<file path="src/rtl/veri_phase_comp_coarse_ctrl.sv">
`default_nettype none
// +----------------------------------------------------------------------------+
// | Module   : veri_phase_comp_coarse_ctrl                                     |
// | Function : Sequencer for the 2-bit coarse phase register. Issues one-cycle |
// |            calibration loads, filters early/late votes over a window into  |
// |            single wrapped coarse steps, flags carry/borrow to the fine     |
// |            stage and reports lock.                                         |
// | Options  : COARSE_LOCK_DET_EN - include lock counter and locked output;    |
// |            when undefined, locked is tied low.                             |
// | Revision : 1.0 - initial release                                           |
// +----------------------------------------------------------------------------+
module veri_phase_comp_coarse_ctrl #(
  parameter int WIN_LEN  = 16,
  parameter int THRESH   = 4,
  parameter int LOCK_CNT = 8
) (
  input  logic       clk,
  input  logic       resetb,
  input  logic       cal_start,
  input  logic [1:0] cal_code,
  input  logic       track_en,
  input  logic       up,
  input  logic       dn,
  input  logic [1:0] reg_out,
  output logic       enable,
  output logic       load_en,
  output logic [1:0] load_data,
  output logic [1:0] sum_in,
  output logic       carry_out,
  output logic       borrow_out,
  output logic       busy,
  output logic       locked
);

  localparam int c_VW  = $clog2(WIN_LEN) + 1;  // vote width, signed
  localparam int c_WCW = $clog2(WIN_LEN);      // window counter width
  localparam logic [c_WCW-1:0]       c_WIN_LAST = c_WCW'(WIN_LEN - 1);
  localparam logic signed [c_VW:0]   c_THR_POS  = (c_VW + 1)'(THRESH);
  localparam logic signed [c_VW:0]   c_THR_NEG  = -c_THR_POS;

  // Elaboration-time guard on the legal parameter ranges
  if (WIN_LEN < 2 || WIN_LEN > 256 || THRESH < 1 || THRESH > WIN_LEN ||
      LOCK_CNT < 1 || LOCK_CNT > 255) begin : g_param_err
    $error("veri_phase_comp_coarse_ctrl: parameter out of range");
  end

  typedef enum logic [1:0] {
    ST_IDLE  = 2'd0,
    ST_LOAD  = 2'd1,
    ST_TRACK = 2'd2,
    ST_APPLY = 2'd3
  } state_t;

  state_t                    r_state;
  state_t                    w_state_nxt;
  logic                      r_dir_up;
  logic signed [c_VW-1:0]    r_vote;
  logic        [c_WCW-1:0]   r_win_cnt;
  logic signed [c_VW:0]      w_vote_step;
  logic signed [c_VW:0]      w_vote_nxt;
  logic                      w_win_end;

  // Vote contribution of the current cycle; one extra bit so a full window
  // of identical votes cannot overflow the compare
  always_comb begin
    w_vote_step = '0;
    if (up && !dn)
      w_vote_step = (c_VW + 1)'(1);
    else if (dn && !up)
      w_vote_step = '1;
  end

  assign w_vote_nxt = {r_vote[c_VW-1], r_vote} + w_vote_step;
  assign w_win_end  = (r_win_cnt == c_WIN_LAST);

  // Next-state decode; cal_start overrides everything, then a dropped
  // track_en, then the window-end threshold test
  always_comb begin
    w_state_nxt = r_state;
    if (cal_start) begin
      w_state_nxt = ST_LOAD;
    end else begin
      case (r_state)
        ST_IDLE:  if (track_en) w_state_nxt = ST_TRACK;
        ST_LOAD,
        ST_APPLY: w_state_nxt = track_en ? ST_TRACK : ST_IDLE;
        ST_TRACK: begin
          if (!track_en)
            w_state_nxt = ST_IDLE;
          else if (w_win_end && (w_vote_nxt >= c_THR_POS || w_vote_nxt <= c_THR_NEG))
            w_state_nxt = ST_APPLY;
        end
        default:  w_state_nxt = ST_IDLE;
      endcase
    end
  end

  // State flop with Moore-registered register controls and latched step direction
  always_ff @(posedge clk or negedge resetb) begin
    if (!resetb) begin
      r_state   <= ST_IDLE;
      enable    <= 1'b0;
      load_en   <= 1'b0;
      busy      <= 1'b0;
      load_data <= 2'b01;
      r_dir_up  <= 1'b0;
    end else begin
      r_state <= w_state_nxt;
      enable  <= (w_state_nxt == ST_LOAD) || (w_state_nxt == ST_APPLY);
      load_en <= (w_state_nxt == ST_LOAD);
      busy    <= (w_state_nxt == ST_LOAD) || (w_state_nxt == ST_APPLY);
      if (cal_start)
        load_data <= cal_code;
      if (r_state == ST_TRACK && w_state_nxt == ST_APPLY)
        r_dir_up <= ~w_vote_nxt[c_VW];
    end
  end

  // Vote and window counter run only while staying in TRACK mid-window
  always_ff @(posedge clk or negedge resetb) begin
    if (!resetb) begin
      r_vote    <= '0;
      r_win_cnt <= '0;
    end else if (r_state == ST_TRACK && w_state_nxt == ST_TRACK && !w_win_end) begin
      r_vote    <= w_vote_nxt[c_VW-1:0];
      r_win_cnt <= r_win_cnt + c_WCW'(1);
    end else begin
      r_vote    <= '0;
      r_win_cnt <= '0;
    end
  end

  // Step value and wrap flags to the register, valid only in APPLY
  always_comb begin
    sum_in     = reg_out;
    carry_out  = 1'b0;
    borrow_out = 1'b0;
    if (r_state == ST_APPLY) begin
      if (r_dir_up) begin
        sum_in    = reg_out + 2'd1;
        carry_out = (reg_out == 2'b11);
      end else begin
        sum_in     = reg_out - 2'd1;
        borrow_out = (reg_out == 2'b00);
      end
    end
  end

`ifdef COARSE_LOCK_DET_EN
  localparam logic [7:0] c_LOCK = 8'(LOCK_CNT);

  logic [7:0] r_lock_cnt;
  logic       r_locked;

  // Count quiet windows (saturating); any non-TRACK state drops lock
  always_ff @(posedge clk or negedge resetb) begin
    if (!resetb) begin
      r_lock_cnt <= '0;
      r_locked   <= 1'b0;
    end else if (r_state == ST_TRACK && w_state_nxt == ST_TRACK && w_win_end) begin
      if (r_lock_cnt != c_LOCK)
        r_lock_cnt <= r_lock_cnt + 8'd1;
      if (r_lock_cnt >= c_LOCK - 8'd1)
        r_locked <= 1'b1;
    end else if (r_state != ST_TRACK) begin
      r_lock_cnt <= '0;
      r_locked   <= 1'b0;
    end
  end

  assign locked = r_locked;
`else
  assign locked = 1'b0;
`endif

endmodule
`default_nettype wire
</file>
<file path="config.mk">
export PLATFORM = sky130hd
export DESIGN_NAME = veri_phase_comp_coarse_ctrl
export DESIGN_NICKNAME = d
export VERILOG_FILES = /design/src/rtl/veri_phase_comp_coarse_ctrl.sv
export SDC_FILE = /design/constraint.sdc
export NUM_CORES = 1
export LEC_CHECK = 0
export ABC_CLOCK_PERIOD_IN_PS = 3500
export BUFFER_PORTS_ARGS = -buffer_cell sky130_fd_sc_hd__buf_4
export CAP_MARGIN = 30
export CORE_MARGIN = 4
export CORE_UTILIZATION = 57
export DETAILED_ROUTE_END_ITERATION = 12
export HOLD_SLACK_MARGIN = 0.02
export PLACE_DENSITY_LB_ADDON = 0.15
export SLEW_MARGIN = 30
export SYNTH_ARGS = -nofsm -noshare
export SYNTH_HDL_FRONTEND = slang
export SYNTH_SLANG_ARGS = --single-unit
</file>
<file path="constraint.sdc">
create_clock -name clk -period 3.5 [get_ports clk]
set_clock_uncertainty 0.1 [all_clocks]
set_input_delay 0.7 -clock clk [delete_from_list [all_inputs] [get_ports clk]]
set_output_delay 0.7 -clock clk [all_outputs]
set_load 0.005 [all_outputs]
</file>
# After elaboration in Yosys (flattened, before gate mapping)
# Index checks and enable logic that the tools add are counted.
# totals
register_bits	16
romBits	0
ram_bits	0
inputBits	10
out_inout_bits	10
latchBits	0
memories	0
# op_classes
muxes	16
n_eq_ne	8
shift	0
n_lt_le_gt_ge	2
reduce_logical	14
addsub	4
n_bitwise	1
n_mul	0
div_mod_pow	0
# op_table
op	count
$mux W2	7
$mux W6	2
$eq A2 B2 Y1 const B	5
$add A6 B6 Y6	1
$ge A6 B4 Y1 const B	1
$le A6 B3 Y1 const B	1
$logic_and A1 B1 Y1	6
$pmux W2 S3	1
$mux W5	1
$add A4 B1 Y4 const B	1
$eq A2 B1 Y1 const B	2
$eq A4 B4 Y1 const B	1
$logic_not A2 Y1	2
$mux W1	4
$mux W4	1
$logic_not A1 Y1	3
$add A2 B1 Y2 const B	1
$logic_or A1 B1 Y1	2
$reduce_or A2 Y1	1
$sub A2 B1 Y2 const B	1
$not A1 Y1	1

# Longest topological paths before layout
# depth
depth_word	16
ltp_mapped	10

# Least setup slack after synthesis
# No wires, ideal clock.
# synth_timing
kind	input to register
start	input port up
end	register busy
slack_ns	0.570
t_required_ns	3.280
path_buffers	1
path_stages	10
t_arrival_ns	2.710
setup_ns	0.120
path_cell_list	inv_1 -> ha_1 -> buf_2 -> xor2_1 -> ha_1 -> a211o_1 -> nand3_1 -> o211ai_1 -> or4bb_1 -> a31o_1
# synth_via
elab_chain_len	14
elab_cells_between_ends	17
# synth_rtl
element	line_no	text
from (decl)	22	input logic up,
$logic_not A1 Y1	69	else if (dn && !up)
$logic_and A1 B1 Y1	69	
$mux W6	69	
$mux W6 *	67	if (up && !dn)
$add A6 B6 Y6 *	73	assign w_vote_nxt = {r_vote[c_VW-1], r_vote} + w_vote_step;
$ge A6 B4 Y1 or $le A6 B3 Y1 (tied branches)	90	else if (w_win_end && (w_vote_nxt >= c_THR_POS || w_vote_nxt <= c_THR_NEG))
$logic_or A1 B1 Y1 *	90	
$logic_and A1 B1 Y1 *	90	
$mux W2 *	90	
$mux W2 *	88	if (!track_en)
$pmux W2 S3 *	83	case (r_state)
$mux W2 *	80	if (cal_start) begin
named net w_state_nxt[0]	55	state_t w_state_nxt;
$eq A2 B1 Y1 or $eq A2 B2 Y1 (tied branches)	111	busy <= (w_state_nxt == ST_LOAD) || (w_state_nxt == ST_APPLY);
$logic_or A1 B1 Y1 *	111	
to (signal assigned)	111	
to (decl)	31	output logic busy,
# Mark *: on every way through the listed nets, which the timed path passes. The rest lies on a longest branch.
# A chain may end at the register's enable or synchronous reset.

# Final worst setup path
# Ends and elaborated chain as after synthesis.

==> reports/qor.csv <==
stage;metric;value;unit
outcome;status;complete, no violations;
drt;Via density;5.976;
critical_path;CP delay by family, top;adder cells;
floorplanning;total core area;1559;um^2
global_route;initial antenna violation count;0;
floorplanning;chip height;49.27;um
critical_path;Most common cell on crit path;ha_1;
drt;Detailed Route WL;1763;um
critical_path;Buf/Inv on CP;2;
sta;total negative slack;0;ns
critical_path;slowest stage cell, crit path;or4bb_1;
drt;1st-pass router iterations;2;
synthesis;Mean Syn Cell Area;10.22;um^2
synthesis;top post-synthesis cells by area;dfrtp_1, ha_1, nor2_1;
synthesis;Top FF cell, synth;dfrtp_1;
drt;Post-DRT Antenna Nets;0;
critical_path;Worst setup SP type;input port;
critical_path;crit end category;register;
synthesis;Mapped Area;970.9;um^2
floorplanning;row count;14;
power;leakage;0.0005342;uW
global_route;pin count of the biggest net entering global routing;16;
cells_and_area;final net count;126;
cells_and_area;n_diodes;0;
cts;clock sink count;15;
sta;Tightest Pin Transition;0.4889;ns
synthesis;Post-Syn Instances;95;
power;Peak supply drop;0.3091;mV
sta;clock period minus worst slack;2.946;ns
synthesis;top-count cell post-synth;dfrtp_1;
critical_path;critical path class;input port to register;
synthesis;Post-synth EDFFs;0;
cts;root buffer cell;clkbuf_4;
synthesis;Async SR Flop Fraction;100.0;%
sta;fmax;339.4;MHz
global_route;first-pass GRT wire length;3305;um
critical_path;Arr. time, crit path;3.03;ns
sta;RSZ-0062 raised after global routing;no;
cts;Clock transition at path regs;0.08;ns
floorplanning;I/O pin count;20;
synthesis;top-area cell type share of the netlist area;36.08;%
critical_path;CP Cell Sequence;buf_4, inv_1, ha_1, xor2_1, ha_1, a211o_1, nand3_1, o211ai_1, or4bb_1, a31o_1;
floorplanning;Initial Utilization;62.28;%
critical_path;CP max FO;13;
cells_and_area;P&R area growth vs syn;14.05;%
sta;relative max-transition margin;66.96;%
synthesis;sequential element share of the synthesized area;38.79;%
drt;Iter 0 DRT Violations;1;
global_route;number of global-route vias before repair;774;
floorplanning;die extent in x;49.27;um
global_route;GR Overflow Total;0;
place;HPWL reported at the end of detailed placement;1378;um
cts;H-tree depth;1;
sta;period utilization;84.18;%
synthesis;area leader, netlist;dfrtp_1;
drt;Routed WL per cell;13.99;um
sta;final setup fails;0;
cts;later-pin clock latency in the skew report;0.28;ns
synthesis;warnings from Yosys;0;
synthesis;synth cell count leaders;dfrtp_1, nor2_1, and3_1, ha_1, xnor2_1;
synthesis;Distinct cells, synth;42;
synthesis;Yosys reg bits;15;
critical_path;WP data required;3.58;ns
cells_and_area;share of cells above drive strength 1;26.36;%
sta;Final Hold Fails;0;
cells_and_area;final core occ;71.03;%
cts;CTS tree;built;
cts;CTS Buf Count;3;
hold_path;worst min path class;input port to async pin;
place;Port Buffer Count;18;
cts;Post-CTS Resized;0;
floorplanning;die area;2428;um^2
synthesis;synthesized net count;110;
drt;drt drc;0;
cts;hold_buf cts;0;
cts;clk buf depth;2;
cts;Setup Fix Bufs, Post-CTS;0;
place;routability cong.;0.7543;
flow_run;maxcap violations;0;
global_route;total track usage;17.67;%
critical_path;slowest stage delay, CP;0.53;ns
drt;Vias;753;
sta;Slew Viols, Final;0;
critical_path;Reg2Reg Setup Slack;1.11;ns
power;pwr/cell area;301.1;nW/um^2
## layout by cell type, fill, tap and decap left out, types with 2 or more instances in the layout
| cell | instances |
|---|---|
| buf_4 | 18 |
| dfrtp_1 | 14 |
| nor2_1 | 12 |
| and3_1 | 5 |
| xnor2_1 | 5 |
| ha_1 | 5 |
| xor2_1 | 4 |
| nand3_1 | 4 |
| inv_1 | 3 |
| clkbuf_4 | 3 |
| a21boi_0 | 2 |
| a211o_1 | 2 |
| nand4_1 | 2 |
| a211oi_1 | 2 |
| a21oi_1 | 2 |
| nand2_1 | 2 |
| mux2_2 | 2 |
## layout make-up
class                      instances  area [um^2]
inverter                           3        11.26
timing repair buffer              18        135.1
sequential                        15        376.6
multi-input combinational         70        538.0
clock buffer                       4        26.28
tap                               16        20.02
fill                             136        451.7
## registers in the layout, summed over array words and instances (netlist names)
| register | flops |
|---|---|
| r_vote | 5 |
| r_win_cnt | 4 |
| load_data | 2 |
| busy | 1 |
| load_en | 1 |
| r_dir_up | 1 |
| r_state | 1 |
## report_power, final
group	internal (uW)	switching [uW]	total (uW)	leakage [uW]
registers	179	2.87	182	0.000198
clock network	44.2	50.5	94.8	0.0000150
logic	30.2	26.9	57.1	0.000321
## path summary, 6_finish.rpt
check,from,end,cells past startpoint
min reg2reg,r_win_cnt[0]$_DFF_PN0_,r_win_cnt[0]$_DFF_PN0_,1
max in group asynchronous,resetb,load_data[0]$_DFFE_PN1P_,1
min,resetb,busy$_DFF_PN0_,1
max reg2reg,r_vote[0]$_DFF_PN0_,busy$_DFF_PN0_,7
min in group clk,r_win_cnt[0]$_DFF_PN0_,r_win_cnt[0]$_DFF_PN0_,1
max,up,busy$_DFF_PN0_,10
## worst register-to-register path, stage by stage, from the launching register on
cell	delay (ns)
dfrtp_1	0.37
ha_1	0.25
ha_1	0.26
a211o_1	0.32
nand3_1	0.08
o211ai_1	0.17
or4bb_1	0.53
a31o_1	0.21
## kinds of logic after synthesis
kind of cell,share of synthesized area [%]
simple gates,23.33
compound gates,14.82
flops,38.79
buf+inv,5.798
xor+xnor,8.118
fa+ha+maj,6.443
mux,2.319
other cells,0.3862
## per-stage QoR
stage / power, uW / worst slack, ns / instances / instance area [um^2] / hold WS [ns]
5_1_grt: 356.7 / 0.4084 / 126 / 1107 / 0.1377
6_report: 333.4 / 0.5538 / 126 / 1107 / 0.1499
4_1_cts: 341.6 / 0.5656 / 126 / 1107 / 0.1441
2_1_floorplan: 217.4 / 0.5704 / 95 / 970.9 / 0.3044
3_3_place_gp: 240.9 / 0.3047 / 122 / 1081 / 0.3531
3_5_place_dp: 242.8 / 0.2684 / 122 / 1081 / 0.3527
## metal layers
layer	wire (um)	global-route usage, %
met1	724	19.69
met2	922	30.36
met5	0	0
met3	99	6.422
met4	16	6.635
(Power assumes the default switching activity.)
